### src/rtl/panxi_ahbl_sram_ctrl.sv
// panxi_ahbl_sram_ctrl
//   AHB-Lite slave front end for the 1024x32 single-port TCM SRAM.
//   Reads are zero-wait. Writes are posted into a one-entry buffer that commits
//   to the SRAM on any cycle in which no read address phase owns the port.
//   Read data is merged with buffered bytes, so the bus always sees the latest
//   written value.
//
// Ports
//   ACLK, ARESETn          clock, asynchronous active-low reset
//   HSEL..HREADY           AHB-Lite slave inputs (address and data phase)
//   HREADYOUT, HRESP       slave ready (low for one cycle on buffer conflict), always OKAY
//   HRDATA                 read data, zero outside a read data phase
//   SRAM_*                 single-port SRAM macro interface (active-low enables)
module panxi_ahbl_sram_ctrl #(
  parameter int unsigned ADDR_WIDTH = 10,
  parameter int unsigned DATA_WIDTH = 32
) (
  input  logic                  ACLK,
  input  logic                  ARESETn,
  input  logic                  HSEL,
  input  logic [31:0]           HADDR,
  input  logic [1:0]            HTRANS,
  input  logic                  HWRITE,
  input  logic [2:0]            HSIZE,
  input  logic [DATA_WIDTH-1:0] HWDATA,
  input  logic                  HREADY,
  output logic                  HREADYOUT,
  output logic                  HRESP,
  output logic [DATA_WIDTH-1:0] HRDATA,
  output logic                  SRAM_CEN,
  output logic [ADDR_WIDTH-1:0] SRAM_AADDR,
  output logic [DATA_WIDTH-1:0] SRAM_WDATA,
  output logic                  SRAM_GWEN,
  output logic [DATA_WIDTH-1:0] SRAM_AWEN,
  input  logic [DATA_WIDTH-1:0] SRAM_RDATA
);

  logic                  stall;
  logic                  acc;
  logic                  rd_ap;
  logic                  wr_ap;
  logic                  wr_done;
  logic                  commit;
  logic                  buf_hit;
  logic [3:0]            mask_ap;
  logic [ADDR_WIDTH-1:0] haddr_w;
  logic [DATA_WIDTH-1:0] buf_bitmask;

  logic                  rd_pend_q;
  logic                  wr_pend_q;
  logic                  buf_valid_q;
  logic [ADDR_WIDTH-1:0] rd_addr_q;
  logic [ADDR_WIDTH-1:0] wr_addr_q;
  logic [ADDR_WIDTH-1:0] buf_addr_q;
  logic [3:0]            wr_mask_q;
  logic [3:0]            buf_mask_q;
  logic [DATA_WIDTH-1:0] buf_data_q;

  // Upper address bits alias; HTRANS[0] does not distinguish SEQ from NONSEQ here.
  logic unused_bits;
  assign unused_bits = ^{HADDR[31:ADDR_WIDTH+2], HTRANS[0]};

  assign haddr_w = HADDR[ADDR_WIDTH+1:2];

  // A read arriving while the buffer is full and a write data phase is still open
  // would leave no free SRAM cycle for the pending commit, so hold the bus for one
  // cycle. HREADY is deliberately not part of this term: during our own write
  // data phase HREADY is our own HREADYOUT, and using it would form a loop.
  assign stall     = buf_valid_q & wr_pend_q & HSEL & HTRANS[1] & ~HWRITE;
  assign HREADYOUT = ~stall;
  assign HRESP     = 1'b0;

  assign acc     = HSEL & HTRANS[1] & HREADY & ~stall;
  assign rd_ap   = acc & ~HWRITE;
  assign wr_ap   = acc & HWRITE;
  assign wr_done = wr_pend_q & ~stall;
  assign commit  = buf_valid_q & ~rd_ap;

  always_comb begin
    mask_ap = 4'b1111;
    case (HSIZE)
      3'd0:    mask_ap = 4'b0001 << HADDR[1:0];
      3'd1:    mask_ap = HADDR[1] ? 4'b1100 : 4'b0011;
      default: mask_ap = 4'b1111;
    endcase
  end

  always_comb begin
    buf_bitmask = '0;
    for (int i = 0; i < 4; i++) begin
      buf_bitmask[i*8 +: 8] = {8{buf_mask_q[i]}};
    end
  end

  // SRAM port: a read address phase has priority, otherwise drain the buffer.
  always_comb begin
    SRAM_CEN   = 1'b1;
    SRAM_GWEN  = 1'b1;
    SRAM_AWEN  = '1;
    SRAM_AADDR = '0;
    SRAM_WDATA = '0;
    if (rd_ap) begin
      SRAM_CEN   = 1'b0;
      SRAM_AADDR = haddr_w;
    end else if (commit) begin
      SRAM_CEN   = 1'b0;
      SRAM_GWEN  = 1'b0;
      SRAM_AADDR = buf_addr_q;
      SRAM_WDATA = buf_data_q;
      SRAM_AWEN  = ~buf_bitmask;
    end
  end

  // Merge uses the buffer as it stands in the data-phase cycle; a commit in that
  // same cycle has not yet reached the SRAM read data.
  assign buf_hit = buf_valid_q & (buf_addr_q == rd_addr_q);

  always_comb begin
    HRDATA = '0;
    if (rd_pend_q) begin
      HRDATA = buf_hit ? ((SRAM_RDATA & ~buf_bitmask) | (buf_data_q & buf_bitmask))
                       : SRAM_RDATA;
    end
  end

  always_ff @(posedge ACLK or negedge ARESETn) begin
    if (!ARESETn) begin
      rd_pend_q   <= 1'b0;
      wr_pend_q   <= 1'b0;
      buf_valid_q <= 1'b0;
      rd_addr_q   <= '0;
      wr_addr_q   <= '0;
      buf_addr_q  <= '0;
      wr_mask_q   <= '0;
      buf_mask_q  <= '0;
      buf_data_q  <= '0;
    end else begin
      if (HREADYOUT) begin
        rd_pend_q <= rd_ap;
        wr_pend_q <= wr_ap;
      end
      if (rd_ap) begin
        rd_addr_q <= haddr_w;
      end
      if (wr_ap) begin
        wr_addr_q <= haddr_w;
        wr_mask_q <= mask_ap;
      end
      if (wr_done) begin
        buf_data_q  <= HWDATA;
        buf_addr_q  <= wr_addr_q;
        buf_mask_q  <= wr_mask_q;
        buf_valid_q <= 1'b1;
      end else if (commit) begin
        buf_valid_q <= 1'b0;
      end
    end
  end

endmodule
### config.mk
export PLATFORM = sky130hd
export DESIGN_NAME = panxi_ahbl_sram_ctrl
export DESIGN_NICKNAME = d
export VERILOG_FILES = /design/src/rtl/panxi_ahbl_sram_ctrl.sv
export SDC_FILE = /design/constraint.sdc
export NUM_CORES = 1
export LEC_CHECK = 0
export ABC_AREA = 1
export CAP_MARGIN = 30
export CORE_MARGIN = 1.5
export CORE_UTILIZATION = 25
export CTS_CLUSTER_DIAMETER = 120
export DETAILED_ROUTE_END_ITERATION = 16
export SYNTH_ARGS = -nofsm -noshare
export SYNTH_HDL_FRONTEND = slang
export SYNTH_SLANG_ARGS = --single-unit
### constraint.sdc
create_clock -name ACLK -period 2.5 [get_ports ACLK]
set_clock_uncertainty 0.15 [all_clocks]
set_input_delay 0.75 -clock ACLK [delete_from_list [all_inputs] [get_ports ACLK]]
set_output_delay 0.75 -clock ACLK [all_outputs]
set_load 0.1 [all_outputs]
# [Yosys cells after proc, flatten, opt, wreduce, memory -nomap -nowiden]
# Index checks and enable logic that the tools add are counted.
[classes] n_eq_ne=2 shift=1 muxes=15 n_bitwise=19 reduce_logical=2
[op_table] op="2-to-1 mux 32 bit" n=6
[op_table] op="bitwise AND 32 bit" n=2
[op_table] op="NOT 32 bit" n=1
[op_table] op="OR 32 bit" n=1
[op_table] op="2-to-1 mux 10 bit" n=2
[op_table] op="bitwise AND 1 bit" n=12
[op_table] op="equality test 10 bit" n=1
[op_table] op="one-hot mux 4 bit (2 select lines)" n=1
[op_table] op="2-to-1 mux 1 bit" n=5
[op_table] op="2-to-1 mux 4 bit" n=1
[op_table] op="<< shifter 1 x 2 -> 4 bit, first input constant" n=1
[op_table] op="equality test 3 x 1 -> 1 bit, second input constant" n=1
[op_table] op="zero test 3 bit" n=1
[op_table] op="NOT 1 bit" n=3
[op_table] op="nonzero test 2 bit" n=1
[totals] register_bits=73 inputBits=106 out_inout_bits=110 elab_cells=48

# [Depth between registers and ports, before layout]
[depth] depth_word=11 depth_mapped=10 ltp_nobuf=10

# [Worst setup path after synthesis]
# Ideal clock, no wire load.
[synth_timing] path_kind="input to output" start="input HTRANS[1]" end="output SRAM_AADDR[2]" t_arrival_ns=3.461 t_required_ns=1.600 slack_ns=-1.861 path_stages=5 path_buffers=1 path_cell_list="and3_1 -> nand3_1 -> nand2_1 -> clkbuf_1 -> o21ai_0"
[synth_between] elab_chain_cells=9 word_cells_on_any_way=11 cone_classes="2 x mux; 9 x bitwise"
[synth_rtl] element="start, declared" line="22" rtl="input logic [1:0] HTRANS,"
[synth_rtl] element="bitwise AND 1 bit (2 in a row)" line="69" rtl="assign stall = buf_valid_q & wr_pend_q & HSEL & HTRANS[1] & ~HWRITE;"
[synth_rtl] element="NOT 1 bit" line="73" rtl="assign acc = HSEL & HTRANS[1] & HREADY & ~stall;"
[synth_rtl] element="bitwise AND 1 bit *" line="73"
[synth_rtl] element="bitwise AND 1 bit *" line="74" rtl="assign rd_ap = acc & ~HWRITE;"
[synth_rtl] element="NOT 1 bit" line="77" rtl="assign commit = buf_valid_q & ~rd_ap;"
[synth_rtl] element="bitwise AND 1 bit" line="77"
[synth_rtl] element="2-to-1 mux 10 bit" line="105" rtl="end else if (commit) begin"
[synth_rtl] element="2-to-1 mux 10 bit *" line="102" rtl="if (rd_ap) begin"
[synth_rtl] element="end, declared" line="31" rtl="output logic [ADDR_WIDTH-1:0] SRAM_AADDR,"
# Every way passes the cells marked *; elsewhere a longest branch is shown, timed or not.

# [Worst setup path after layout]
[layout_timing] start="register buf_addr_q[0]" end="output HRDATA[21]"
[layout_between] elab_chain_cells=4
[layout_rtl] element="start, declared" line="54" rtl="logic [ADDR_WIDTH-1:0] buf_addr_q;"
[layout_rtl] element="start signal, assigned" line="151" rtl="buf_addr_q <= wr_addr_q;"
[layout_rtl] element="equality test 10 bit" line="116" rtl="assign buf_hit = buf_valid_q & (buf_addr_q == rd_addr_q);"
[layout_rtl] element="bitwise AND 1 bit" line="116"
[layout_rtl] element="2-to-1 mux 32 bit" line="121" rtl="HRDATA = buf_hit ? ((SRAM_RDATA & ~buf_bitmask) | (buf_data_q & buf_bitmask))"
[layout_rtl] element="2-to-1 mux 32 bit" line="120" rtl="if (rd_pend_q) begin"
[layout_rtl] element="end, declared" line="29" rtl="output logic [DATA_WIDTH-1:0] HRDATA,"
# Every way passes these cells.

==> impl_metrics.tcl <==
set metrics [dict create \
    cts_buffers 9 \
    ir_drop_v 0.000252 \
    core_area_um2 18000 \
    drc 0 \
    syn_inst 674 \
    status "complete, but fails checks" \
    gp_congestion 0.766 \
    synthTopCellsByArea "dfrtp_1, inv_1, nand2_1" \
    syn_nets 780 \
    setup_violations 108 \
    max_cap_violations 0 \
    drt_pass1_iterations 4 \
    worstReg2RegEnd "buf_data_q[21]$_DFFE_PN0P_" \
    grt_pass1_wl_um 25800 \
    synth_top_area_cell "dfrtp_1" \
    required_ns 1.60 \
    drt_iter0_markers 202 \
    cp-startpoint "buf_addr_q[0]$_DFFE_PN0P_" \
    yosys.area.top_type_share_pct 39.9 \
    grt_use_total_pct 17.0 \
    vias 4757 \
    min_period_over_period_pct 118 \
    worstPathCellList "nand2_1 -> nand2_1 -> nor2_2 -> nand2_2 -> nor2_8 -> buf_12 -> nand3_4 -> nand2_2 -> inv_2 -> nor2_4 -> buf_12" \
    synthDistinctLibCells 26 \
    place_hpwl_um 11200 \
    tritoncts "done" \
    cts_sinks 73 \
    clock.fmax_mhz 338 \
    maxSlewViolCount 0 \
    path_clk_slew_ns 0.06 \
    rr_startpoint "buf_valid_q$_DFFE_PN0P_" \
    die_h_um 138 \
    hold_path.class "input port to asynchronous set/reset pin" \
    fill_cells 1640 \
    num_rows 49 \
    postRouteAntennaNets 0 \
    power_density_nw_per_um2 508 \
    yosysWarningCount 0 \
    arrival_ns 2.06 \
    leakagePower_nw 4.44 \
    syn_avg_cell_area_um2 6.80 \
    timing.critical_path.from_type "flip-flop" \
    ys_seq_area_share_pct 39.9 \
    crit_slowest_cell "dfrtp_1" \
    antenna_found_initial 0 \
    clockRootBuffer "clkbuf_16" \
    grt_pass1_vias 4791 \
    power.total_mw 4.83 \
    dieArea_um2 19100 \
    drive_above_1_share_pct 41.0 \
    post-place-ws_ns -0.705 \
    synthToLayoutAreaGrowth_pct 108 \
    overflow 0 \
    drt_wl_total_um 15700 \
    finalHoldViolations 0 \
    cp_max_fo 8 \
    hold_ws_ns 0.262 \
    r2r_slack_ns 0.79 \
    wl_per_cell_um 14.0 \
    initial_core_util_pct 25.5 \
    violations "setup timing" \
    critPathKind "flip-flop to primary output" \
    final.min_clock_period_ns 2.96 \
    rr_worst_depth 9 \
    syn_area_um2 4580 \
    final_cell_mix "buf_12, inv_1, nand2_1, clkdlybuf4s50_1, nor2_1" \
    num_antenna_cells 0 \
    clockBufferDepth 2 \
    die_w_um 138 \
    layout_commonest_cell "buf_12" \
    fin_nets 999 \
    cts_htree_levels 3 \
    io_pins 216 \
    cpPeakStageDelay_ns 0.42 \
    via_per_inst 4.22 \
    ys_ff_latch 73 \
    grt_max_degree 74 \
    hold_buffers 0 \
    port_buffers 193 \
    clk_latency_ns 0.34 \
    fin_ws_ns -0.458 \
    worstSetupEndpointType "primary output" \
    rsz0062_at_grt "yes" \
]
==> flip-flops by register name (all words and copies together), names as in the netlist, 4 cells and up <==
signal      cells
buf_mask_q      4
wr_mask_q       4
buf_data_q     32
buf_addr_q     10
rd_addr_q      10
wr_addr_q      10
==> metrics by stage <==
stage / util, % / TNS, ns / instance area (µm²) / cells
finish: 53.0 / -29.58 / 9520 / 1127
global route: 53.0 / -36.81 / 9520 / 1127
CTS: 52.7 / -31.52 / 9460 / 1125
detailed placement: 48.2 / -52.08 / 8660 / 1093
global placement: 48.2 / -50.44 / 8660 / 1093
floorplan: - / -24.07 / 5230 / 674
==> logic make-up after synthesis <==
| logic type | after synthesis | share of synthesized area, % |
|---|---|---|
| buffers and inverters | 198 | 20.1 |
| other | 1 | 0.0819 |
| and+or+nand+nor | 318 | 30.4 |
| DFF | 73 | 39.9 |
| AOI/OAI and AO/OA | 84 | 9.53 |
==> layer usage <==
metal	up-vias	track usage, %	routed length (µm)
met5	-	0	0
met4	0	5.43	273
met3	19	2.74	579
met2	113	28.8	7990
met1	2209	22.2	6890
li1	2416	-	-
==> synthesized netlist by cell type <==
cell type  number
a21oi_1        42
a21oi_2         1
a22oi_1         4
and3_1          1
buf_1           4
buf_2           6
buf_4          33
buf_6           6
clkbuf_1        8
conb_1          1
dfrtp_1        73
inv_1         137
inv_2           4
nand2_1       133
nand3_1        32
nand3_2         1
nand3_4         4
nand4_1         1
nand4_2         1
nor2_1        118
nor2_2         24
nor2_4          1
nor2_8          1
nor3_1          1
o211ai_1        1
o21ai_0        36
==> what timing repair did <==
action	4_1_cts	5_1_grt
gates cloned	5	1
setup endpoints to repair	109	108
resized for setup	92	26
setup buffers	11	4
pin swaps	20	18
==> where the power goes <==
group | total, mW | internal [mW] | switching, mW
registers | 1.54 | 1.41 | 0.132
logic | 1.80 | 0.694 | 1.10
clock network | 1.50 | 0.980 | 0.517
==> worst max-delay path by stage <==
stage | to | slack [ns] | cells after the start
3_3_place_gp | SRAM_AWEN[20] | -0.68 | 7
3_5_place_dp | SRAM_AWEN[13] | -0.71 | 7
2_1_floorplan | SRAM_AWEN[25] | -0.41 | 6
6_report | HRDATA[21] | -0.46 | 11
4_1_cts | HRDATA[16] | -0.47 | 11
5_1_grt | HRDATA[19] | -0.59 | 11
==> cell type report <==
type,instances,area [µm²],share of cell area [%]
Tap cell,229,287,3.01
Multi-Input combinational cell,403,2630,27.6
Inverter,141,538,5.65
Timing Repair Buffer,265,3900,40.9
Clock inverter,6,115,1.21
Clock buffer,10,229,2.40
Sequential cell,73,1830,19.2
==> worst max-delay path, delay by kind of cell, from the launching register on <==
| kind | cells | cell delay (ns) |
|---|---|---|
| buffers and inverters | 3 | 0.38 |
| and+or+nand+nor | 8 | 0.91 |
| DFF | 1 | 0.42 |
Note: power is estimated with default switching activity, not from simulation.
